**src/rtl/rvscc_pipeline_pkg.sv**
```systemverilog
// Shared types for the RV32 five-stage pipeline control logic:
// forwarding select encoding and the load-use sequencer states.
package rvscc_pipeline_pkg;

  typedef enum logic [1:0] {
    FWD_REG = 2'b00,
    FWD_WB  = 2'b01,
    FWD_MEM = 2'b10
  } forward_sel_t;

  typedef enum logic {
    IDLE   = 1'b0,
    BUBBLE = 1'b1
  } lu_state_t;

endpackage

```
**src/rtl/hazard_perf_counter.sv**
```systemverilog
// Saturating event counter: counts cycles with inc high and sticks at all-ones.
module hazard_perf_counter #(
  parameter int CNT_W = 32
) (
  input  logic             clk,
  input  logic             rst,
  input  logic             inc,
  output logic [CNT_W-1:0] count
);

  localparam logic [CNT_W-1:0] CNT_ONE = CNT_W'(1);
  localparam logic [CNT_W-1:0] CNT_MAX = '1;

  always_ff @(posedge clk) begin
    if (rst) begin
      count <= '0;
    end else if (inc && count != CNT_MAX) begin
      count <= count + CNT_ONE;
    end
  end

endmodule

```
**src/rtl/pipeline_hazard_controller.sv**
```systemverilog
// Stall/flush/forward control for the five-stage RV32 pipeline, with a
// multi-cycle load-use bubble sequencer, memory-wait freeze and perf counters.
module pipeline_hazard_controller
  import rvscc_pipeline_pkg::*;
#(
  parameter int REG_ADDR_W = 5,
  parameter int NUM_RS     = 2,
  parameter int LOAD_STALL = 1,
  parameter int CNT_W      = 32
) (
  input  logic                           clk,
  input  logic                           rst,
  input  logic                           execute_pc_src,
  input  logic                           execute_is_load,
  input  logic [REG_ADDR_W-1:0]          execute_rd,
  input  logic [REG_ADDR_W-1:0]          memory_rd,
  input  logic [REG_ADDR_W-1:0]          writeback_rd,
  input  logic                           memory_reg_write,
  input  logic                           writeback_reg_write,
  input  logic [NUM_RS*REG_ADDR_W-1:0]   decode_rs,
  input  logic [NUM_RS*REG_ADDR_W-1:0]   execute_rs,
  input  logic                           memory_mem_access,
  input  logic                           mem_ready,
  output logic                           fetch_stall,
  output logic                           decode_stall,
  output logic                           execute_stall,
  output logic                           memory_stall,
  output logic                           writeback_stall,
  output logic                           decode_flush,
  output logic                           execute_flush,
  output logic [NUM_RS*2-1:0]            execute_forward,
  output logic [CNT_W-1:0]               cnt_load_use,
  output logic [CNT_W-1:0]               cnt_mem_wait,
  output logic [CNT_W-1:0]               cnt_flush
);

  localparam int                BUB_W    = $clog2(LOAD_STALL + 1);
  localparam logic [BUB_W-1:0]  BUB_LOAD = BUB_W'(LOAD_STALL - 1);
  localparam logic [BUB_W-1:0]  BUB_ONE  = BUB_W'(1);

  lu_state_t        state, state_next;
  logic [BUB_W-1:0] bub_cnt, bub_cnt_next;
  logic             lu_hit;
  logic             mem_wait;
  logic             bubble;
  logic             inc_load_use, inc_mem_wait, inc_flush;

  assign mem_wait = memory_mem_access && !mem_ready;

  // x0 is hard-wired zero, so it is never a forwarding source.
  always_comb begin
    logic [REG_ADDR_W-1:0] rs;
    forward_sel_t          sel;
    execute_forward = '0;
    for (int i = 0; i < NUM_RS; i++) begin
      rs  = execute_rs[i*REG_ADDR_W +: REG_ADDR_W];
      sel = FWD_REG;
      if (memory_reg_write && rs != '0 && memory_rd == rs) begin
        sel = FWD_MEM;
      end else if (writeback_reg_write && rs != '0 && writeback_rd == rs) begin
        sel = FWD_WB;
      end
      execute_forward[i*2 +: 2] = sel;
    end
  end

  always_comb begin
    lu_hit = 1'b0;
    for (int i = 0; i < NUM_RS; i++) begin
      if (decode_rs[i*REG_ADDR_W +: REG_ADDR_W] == execute_rd) begin
        lu_hit = 1'b1;
      end
    end
    lu_hit = lu_hit && execute_is_load && (execute_rd != '0);
  end

  always_ff @(posedge clk) begin
    if (rst) begin
      state   <= IDLE;
      bub_cnt <= '0;
    end else begin
      state   <= state_next;
      bub_cnt <= bub_cnt_next;
    end
  end

  always_comb begin
    state_next      = state;
    bub_cnt_next    = bub_cnt;
    fetch_stall     = 1'b0;
    decode_stall    = 1'b0;
    execute_stall   = 1'b0;
    memory_stall    = 1'b0;
    writeback_stall = 1'b0;
    decode_flush    = 1'b0;
    execute_flush   = 1'b0;
    bubble          = 1'b0;
    inc_mem_wait    = 1'b0;
    inc_flush       = 1'b0;

    if (rst) begin
      decode_flush  = 1'b1;
      execute_flush = 1'b1;
    end else if (mem_wait) begin
      fetch_stall     = 1'b1;
      decode_stall    = 1'b1;
      execute_stall   = 1'b1;
      memory_stall    = 1'b1;
      writeback_stall = 1'b1;
      inc_mem_wait    = 1'b1;
    end else if (execute_pc_src) begin
      decode_flush  = 1'b1;
      execute_flush = 1'b1;
      state_next    = IDLE;
      bub_cnt_next  = '0;
      inc_flush     = 1'b1;
    end else begin
      case (state)
        IDLE: begin
          if (lu_hit) begin
            bubble       = 1'b1;
            bub_cnt_next = BUB_LOAD;
            state_next   = (BUB_LOAD != '0) ? BUBBLE : IDLE;
          end
        end
        BUBBLE: begin
          bubble       = 1'b1;
          bub_cnt_next = bub_cnt - BUB_ONE;
          if (bub_cnt_next == '0) begin
            state_next = IDLE;
          end
        end
        default: begin
          state_next   = IDLE;
          bub_cnt_next = '0;
        end
      endcase
    end

    // The first bubble is inserted from IDLE; BUBBLE covers the remaining ones.
    if (bubble) begin
      fetch_stall   = 1'b1;
      decode_stall  = 1'b1;
      execute_flush = 1'b1;
    end
    inc_load_use = bubble;
  end

  hazard_perf_counter #(.CNT_W(CNT_W)) u_cnt_load_use (
    .clk   (clk),
    .rst   (rst),
    .inc   (inc_load_use),
    .count (cnt_load_use)
  );

  hazard_perf_counter #(.CNT_W(CNT_W)) u_cnt_mem_wait (
    .clk   (clk),
    .rst   (rst),
    .inc   (inc_mem_wait),
    .count (cnt_mem_wait)
  );

  hazard_perf_counter #(.CNT_W(CNT_W)) u_cnt_flush (
    .clk   (clk),
    .rst   (rst),
    .inc   (inc_flush),
    .count (cnt_flush)
  );

endmodule

```
**config.mk**
```make
export PLATFORM = sky130hd
export DESIGN_NAME = pipeline_hazard_controller
export DESIGN_NICKNAME = d
export VERILOG_FILES = /design/src/rtl/rvscc_pipeline_pkg.sv /design/src/rtl/hazard_perf_counter.sv /design/src/rtl/pipeline_hazard_controller.sv
export SDC_FILE = /design/constraint.sdc
export NUM_CORES = 1
export LEC_CHECK = 0
export ABC_AREA = 0
export CORE_MARGIN = 8
export CORE_UTILIZATION = 50
export CTS_BUF_LIST = sky130_fd_sc_hd__clkbuf_4 sky130_fd_sc_hd__clkbuf_8
export CTS_CLUSTER_DIAMETER = 150
export DETAILED_ROUTE_END_ITERATION = 8
export PLACE_DENSITY = 0.83
export SLEW_MARGIN = 0
export SYNTH_ARGS = -nofsm -noshare
export SYNTH_HDL_FRONTEND = slang
export SYNTH_SLANG_ARGS = --single-unit
```
**constraint.sdc**
```tcl
create_clock -name clk -period 5.79 [get_ports clk]
set_input_delay 0.579 -clock clk [delete_from_list [all_inputs] [get_ports clk]]
set_output_delay 0.579 -clock clk [all_outputs]
set_load 0.005 [all_outputs]
```
==> impl_metrics.ini, run 1 <==
[route]
detail_route.first_pass.iterations = 6
route.detailed.drc = 0
wl_um = 15230
via_count = 5345
ant_nets = 0
drt-initial-drc-count = 295
via_per_inst = 5.854
routedWlPerCell_um = 16.68

[setup_path]
regToRegStartpoint = u_cnt_mem_wait.count[12]
crit_slowest_cell = or4_1
startpoint = execute_rd[1]
crit_fanout = 3
critPathKind = primary input to output pin
arrival_ns = 2.78
worst_setup_path_start_kind = primary input
path_cells = clkdlybuf4s50_1 -> or4_1 -> o21a_1 -> a21oi_1 -> o21a_1 -> nor2_1 -> clkdlybuf4s50_1
endpoint = fetch_stall
required_ns = 5.21
rr_worst_depth = 6
rrSetupSlack_ns = 3.06
cp-end-kind = output pin
r2r-end = u_cnt_mem_wait.count[20]
critical_path.max_stage_delay_ns = 0.54

[sta]
tns_ns = 0
hold_viol = 0
rsz0062_at_grt = no
tightest_slew_ns = 1.283
relSlewSlack_pct = 13.12
fin_crit_sh_pct = 58.02
setup_viol = 0
fin_crit_ns = 3.359
fmax_ghz = 0.2977
skew_ns = 0.01475
finalMaxSlewViolations = 0

[synth]
syn_area_mm2 = 0.005248
synth_compound_area_share_pct = 12.45
yosysSeqAreaShare_pct = 37.39
synthAdderAreaFrac_pct = 0.7153
yosys.area.top_type = dfxtp_1
synthXorXnorAreaFrac_pct = 13.35
synth_top_family_by_area = simple AND/OR/NAND/NOR gates
syn-instance-count = 639
syn-num-nets = 685
ys_async_sr_fraction_pct = 0
yosys-top-cells-area = dfxtp_1 37%, xnor2_1 9.5%, nor2_1 4.9%, nand3_1 4.3%, xor2_1 3.8%
synth_edf_count = 0
synth_top_area_share_pct = 37.39
synth_ff_type = dfxtp_1
synthMuxAreaShare_pct = 1.407
yosysWarningCount = 0
netlist-cell-type-count = 53
syn_avg_cell_area_um2 = 8.212
synthSimpleGateAreaFrac_pct = 31.40
synth_seq_cells = 98

[finish]
final_common_cell = clkdlybuf4s50_1
syn_to_final_growth_pct = 33.38
nets = 818
antenna_cells = 0
most-common-layout-cells = 148 x clkdlybuf4s50_1, 98 x dfxtp_1, 68 x nor2_1
drive_gt1_share_pct = 4.633
fin_cells = 913
final_cell_area_mm2 = 0.006999

[clocking]
clock_latency_ns = 0.37
cts_tree = built
clk_pin_slew_ns = 0.10
numClockSinks = 98
clk_path_buf_depth = 2
ctsHoldBuffers = 0
cts_max_level = 3
cts_made_buffers = 9
cts_resized = 0
cts-root-buf = clkbuf_8
cts_setup_buffers = 0

[global_routing]
track_usage_pct = 20.96
overflow = 0
first_global_vias = 5215
grt_first_pass_wirelength_um = 25030
grt_max_degree = 78
antenna_found_initial = 0

[die]
rows = 37
initial_core_util_pct = 51.06
die_y_um = 118.4
pin_count = 150
core_area_mm2 = 0.01028
die_w_um = 118.4
die_area_mm2 = 0.01403

[pwr]
powerDensity_mw_per_mm2 = 173.2
total_leakage_power_uw = 0.002135
ir_worst_vdd_mv = 0.1174

[hold_path]
hold_class = flip-flop to flip-flop

[placement]
dpl.hpwl_um = 11470
gp_congestion = 0.9132
dp.cells = 897
placed_cell_area_mm2 = 0.006804
port-buffer-count = 149

[outcome]
outcome = completed

[run]
maxCapViolations = 0
## registers in the layout, indices dropped and copies added (netlist names)
name,count
u_cnt_mem_wait.count,32
bub_cnt,1
state,1
u_cnt_flush.count,32
u_cnt_load_use.count,32
## cells by family (layout without fill, tap and decap cells)
group / after synthesis / after routing
adder cells (fa/ha/maj): 3 / 3
flip-flops: 98 / 98
buffers and inverters: 41 / 179
AND/OR/NAND/NOR: 309 / 309
multiplexers: 7 / 7
XOR/XNOR: 80 / 80
AO/OA/AOI/OAI: 101 / 101
## metrics by stage
step	utilization [%]	setup slack (ns)	power (uW)	hold slack (ns)
final	68.10	2.431	1212	0.4922
after global routing	68.10	2.350	1258	0.5373
after CTS	68.10	2.400	1222	0.4966
after detailed placement	66.20	2.382	791.5	0.4830
after global placement	66.20	2.396	788.3	0.4640
after floorplan	-	3.430	737.8	0.4543
## worst min-delay path by stage
| stage | from | end | slack (ns) | cells past startpoint |
|---|---|---|---|---|
| global route | u_cnt_load_use.count[16] | u_cnt_load_use.count[16] | 0.54 | 2 |
| floorplan | bub_cnt | bub_cnt | 0.45 | 2 |
| detailed placement | bub_cnt | bub_cnt | 0.48 | 2 |
| CTS | bub_cnt | bub_cnt | 0.50 | 2 |
| global placement | bub_cnt | bub_cnt | 0.46 | 2 |
| finish | bub_cnt | bub_cnt | 0.49 | 2 |
## critical path, delay by kind of cell
family,cells,cell delay [ns]
buf+inv,2,0.97
compound gates,3,0.65
simple gates,2,0.58
## cell usage after synthesis (4+ instances only)
cell / count
a211oi_1: 6
a21oi_1: 39
and2_1: 6
and3_1: 8
and4_1: 11
buf_2: 6
clkbuf_1: 21
dfxtp_1: 98
inv_1: 11
mux2i_1: 4
nand2_1: 48
nand3_1: 45
nand4_1: 29
nor2_1: 68
nor2b_1: 6
nor3_1: 18
nor4_1: 19
o21a_1: 4
o21ai_0: 16
o311ai_0: 4
o31ai_1: 16
or3_1: 13
or4_1: 20
xnor2_1: 57
xor2_1: 23
## where the power goes
group	switching (uW)	internal (uW)
Clock	258	179
Combinational	46.4	52.2
Sequential	2.28	675
## area by class of cell
type	count	area [um^2]
clock buffers	10	137.6
clock inverters	6	57.56
fillers	864	3278
inverters	11	41.29
multi-input cells	500	3122
flip-flops and latches	98	1962
well taps	136	170.2
repair buffers	152	1509
## per-layer routing
layer	vias up	global-route usage, %	share of wire, %
met5	-	0	0
li1	2600	-	-
met3	26	5.093	6.3
met2	165	38.37	52
met4	0	8.142	2.0
met1	2554	22.84	40
Power figures use the tool's default switching activity.
==> inputs of run 2 (changes only) <==
clock period = 3.46 ns   (was 5.79 ns; I/O delays follow)
==> run 2 against run 1 <==
  * Power up 62%
  * Register-to-register slack worse by 2.1 ns
  * Die area unchanged
  * Critical path depth unchanged
  * Sequential power up 67%
  * First-iteration DRC count up 3.4%
==> impl_metrics.ini, run 2 (same netlist as run 1, synthesis figures left out) <==
[clocking]
cts_max_level = 3
cts_made_buffers = 9
clk_pin_slew_ns = 0.09
cts-root-buf = clkbuf_8
cts_resized = 0
cts_setup_buffers = 0
clk_path_buf_depth = 2
clock_latency_ns = 0.35
numClockSinks = 98
cts_tree = built
ctsHoldBuffers = 0

[setup_path]
worst_setup_path_start_kind = primary input
rr_worst_depth = 6
crit_slowest_cell = or4_1
critical_path.max_stage_delay_ns = 0.55
path_delay_family = buffers and inverters
required_ns = 3.11
rrSetupSlack_ns = 0.92
path_cells = clkdlybuf4s50_1 -> or4_1 -> o21a_1 -> a21oi_1 -> o21a_1 -> nor2_1 -> clkdlybuf4s50_1
arrival_ns = 2.58
cp-end-kind = output pin
cp_num_buf_inv = 2
critPathKind = primary input to output pin
crit_fanout = 3
r2r-end = u_cnt_load_use.count[17]
regToRegStartpoint = u_cnt_load_use.count[24]

[route]
detail_route.first_pass.iterations = 5
via_per_inst = 5.812
route.detailed.drc = 0
drt-initial-drc-count = 305
wl_um = 15110
routedWlPerCell_um = 16.41
ant_nets = 0
via_count = 5353

[sta]
relSlewSlack_pct = 26.96
tightest_slew_ns = 1.088
skew_ns = 0.01373
finalMaxSlewViolations = 0
rsz0062_at_grt = no
hold_viol = 0
fin_crit_ns = 2.925
tns_ns = 0
setup_viol = 0
fin_crit_sh_pct = 84.55
whs_ns = 0.4847
fmax_ghz = 0.3418

[finish]
nFillCells = 869
nets = 827
ff_latch_area_mm2 = 0.001962
final_core_util_pct = 68.60
reg_top3 = u_cnt_flush.count (32), u_cnt_load_use.count (32), u_cnt_mem_wait.count (32)
antenna_cells = 0
final_common_cell = clkdlybuf4s50_1
multiInputGateArea_mm2 = 0.003122
most-common-layout-cells = 148 x clkdlybuf4s50_1, 98 x dfxtp_1, 68 x nor2_1
final_cell_area_mm2 = 0.007051
syn_to_final_growth_pct = 34.36
drive_gt1_share_pct = 5.605

[die]
core_area_mm2 = 0.01028
die_area_mm2 = 0.01403
die_w_um = 118.4
die_y_um = 118.4
rows = 37
initial_core_util_pct = 51.06
pin_count = 150

[global_routing]
antenna_found_initial = 0
grt_max_degree = 62
first_global_vias = 5296
grt_first_pass_wirelength_um = 25200
overflow = 0
track_usage_pct = 21.07

[pwr]
total_leakage_power_uw = 0.002165
ir_worst_vdd_mv = 0.2321
powerDensity_mw_per_mm2 = 278.2

[placement]
gp_congestion = 0.9301
port-buffer-count = 149
dpl.hpwl_um = 11520
placed_cell_area_mm2 = 0.006884

[outcome]
outcome = completed

[hold_path]
hold_end = bub_cnt
hold_class = flip-flop to flip-flop
holdPathStages = 2
min_from = bub_cnt

[run]
maxCapViolations = 0
==> run 2: changes by cell type in the layout (fill, tap and decap cells not counted), sizes merged <==
cell	previous run	this run
inv	15	12
clkbuf	10	9
buf	4	13
clkinvlp	0	2
clkinv	2	3
==> run 2: final cells by class <==
type | instances | share of cell area, %
clock buffer | 9 | 1.757
clock inverter | 6 | 0.6034
inverter | 11 | 0.5856
multi-input combinational | 500 | 44.28
sequential | 98 | 27.83
tap | 136 | 2.413
timing repair buffer | 161 | 22.54
==> run 2: worst min-delay path: cells and delay by family, from the launching register on <==
kind / cells / cell delay, ns
AOI/OAI and AO/OA: 2 / 0.13
DFF: 1 / 0.32
==> run 2: worst max-delay path by stage <==
stage | startpoint | to | slack, ns | cells after the start
2_1_floorplan | u_cnt_load_use.count[0] | u_cnt_load_use.count[25] | 1.37 | 7
3_3_place_gp | execute_rd[1] | fetch_stall | 0.56 | 7
3_5_place_dp | execute_rd[1] | decode_stall | 0.52 | 7
4_1_cts | execute_rd[1] | decode_stall | 0.52 | 7
5_1_grt | execute_rd[1] | decode_stall | 0.48 | 7
6_report | execute_rd[1] | decode_stall | 0.53 | 7
==> run 2: where the power goes <==
part | internal [uW] | switching [uW]
sequential | 1130 | 3.34
clock | 259 | 399
combinational | 92.8 | 78.6
total | 1480 | 481
==> run 2: per-stage QoR <==
step           cells  power [uW]  setup slack, ns
4_1_cts          921        1974           0.5187
6_report         921        1962           0.5347
2_1_floorplan    639        1235            1.366
5_1_grt          921        2040           0.4790
3_3_place_gp     906        1326           0.5592
3_5_place_dp     906        1330           0.5193
==> run 2: routing by layer <==
metal | wire [um] | track usage [%] | up-vias
li1 | - | - | 2623
met1 | 6090 | 23.28 | 2537
met2 | 7664 | 37.80 | 161
met3 | 941 | 5.188 | 32
met4 | 415 | 8.933 | 0
met5 | 0 | 0 | -
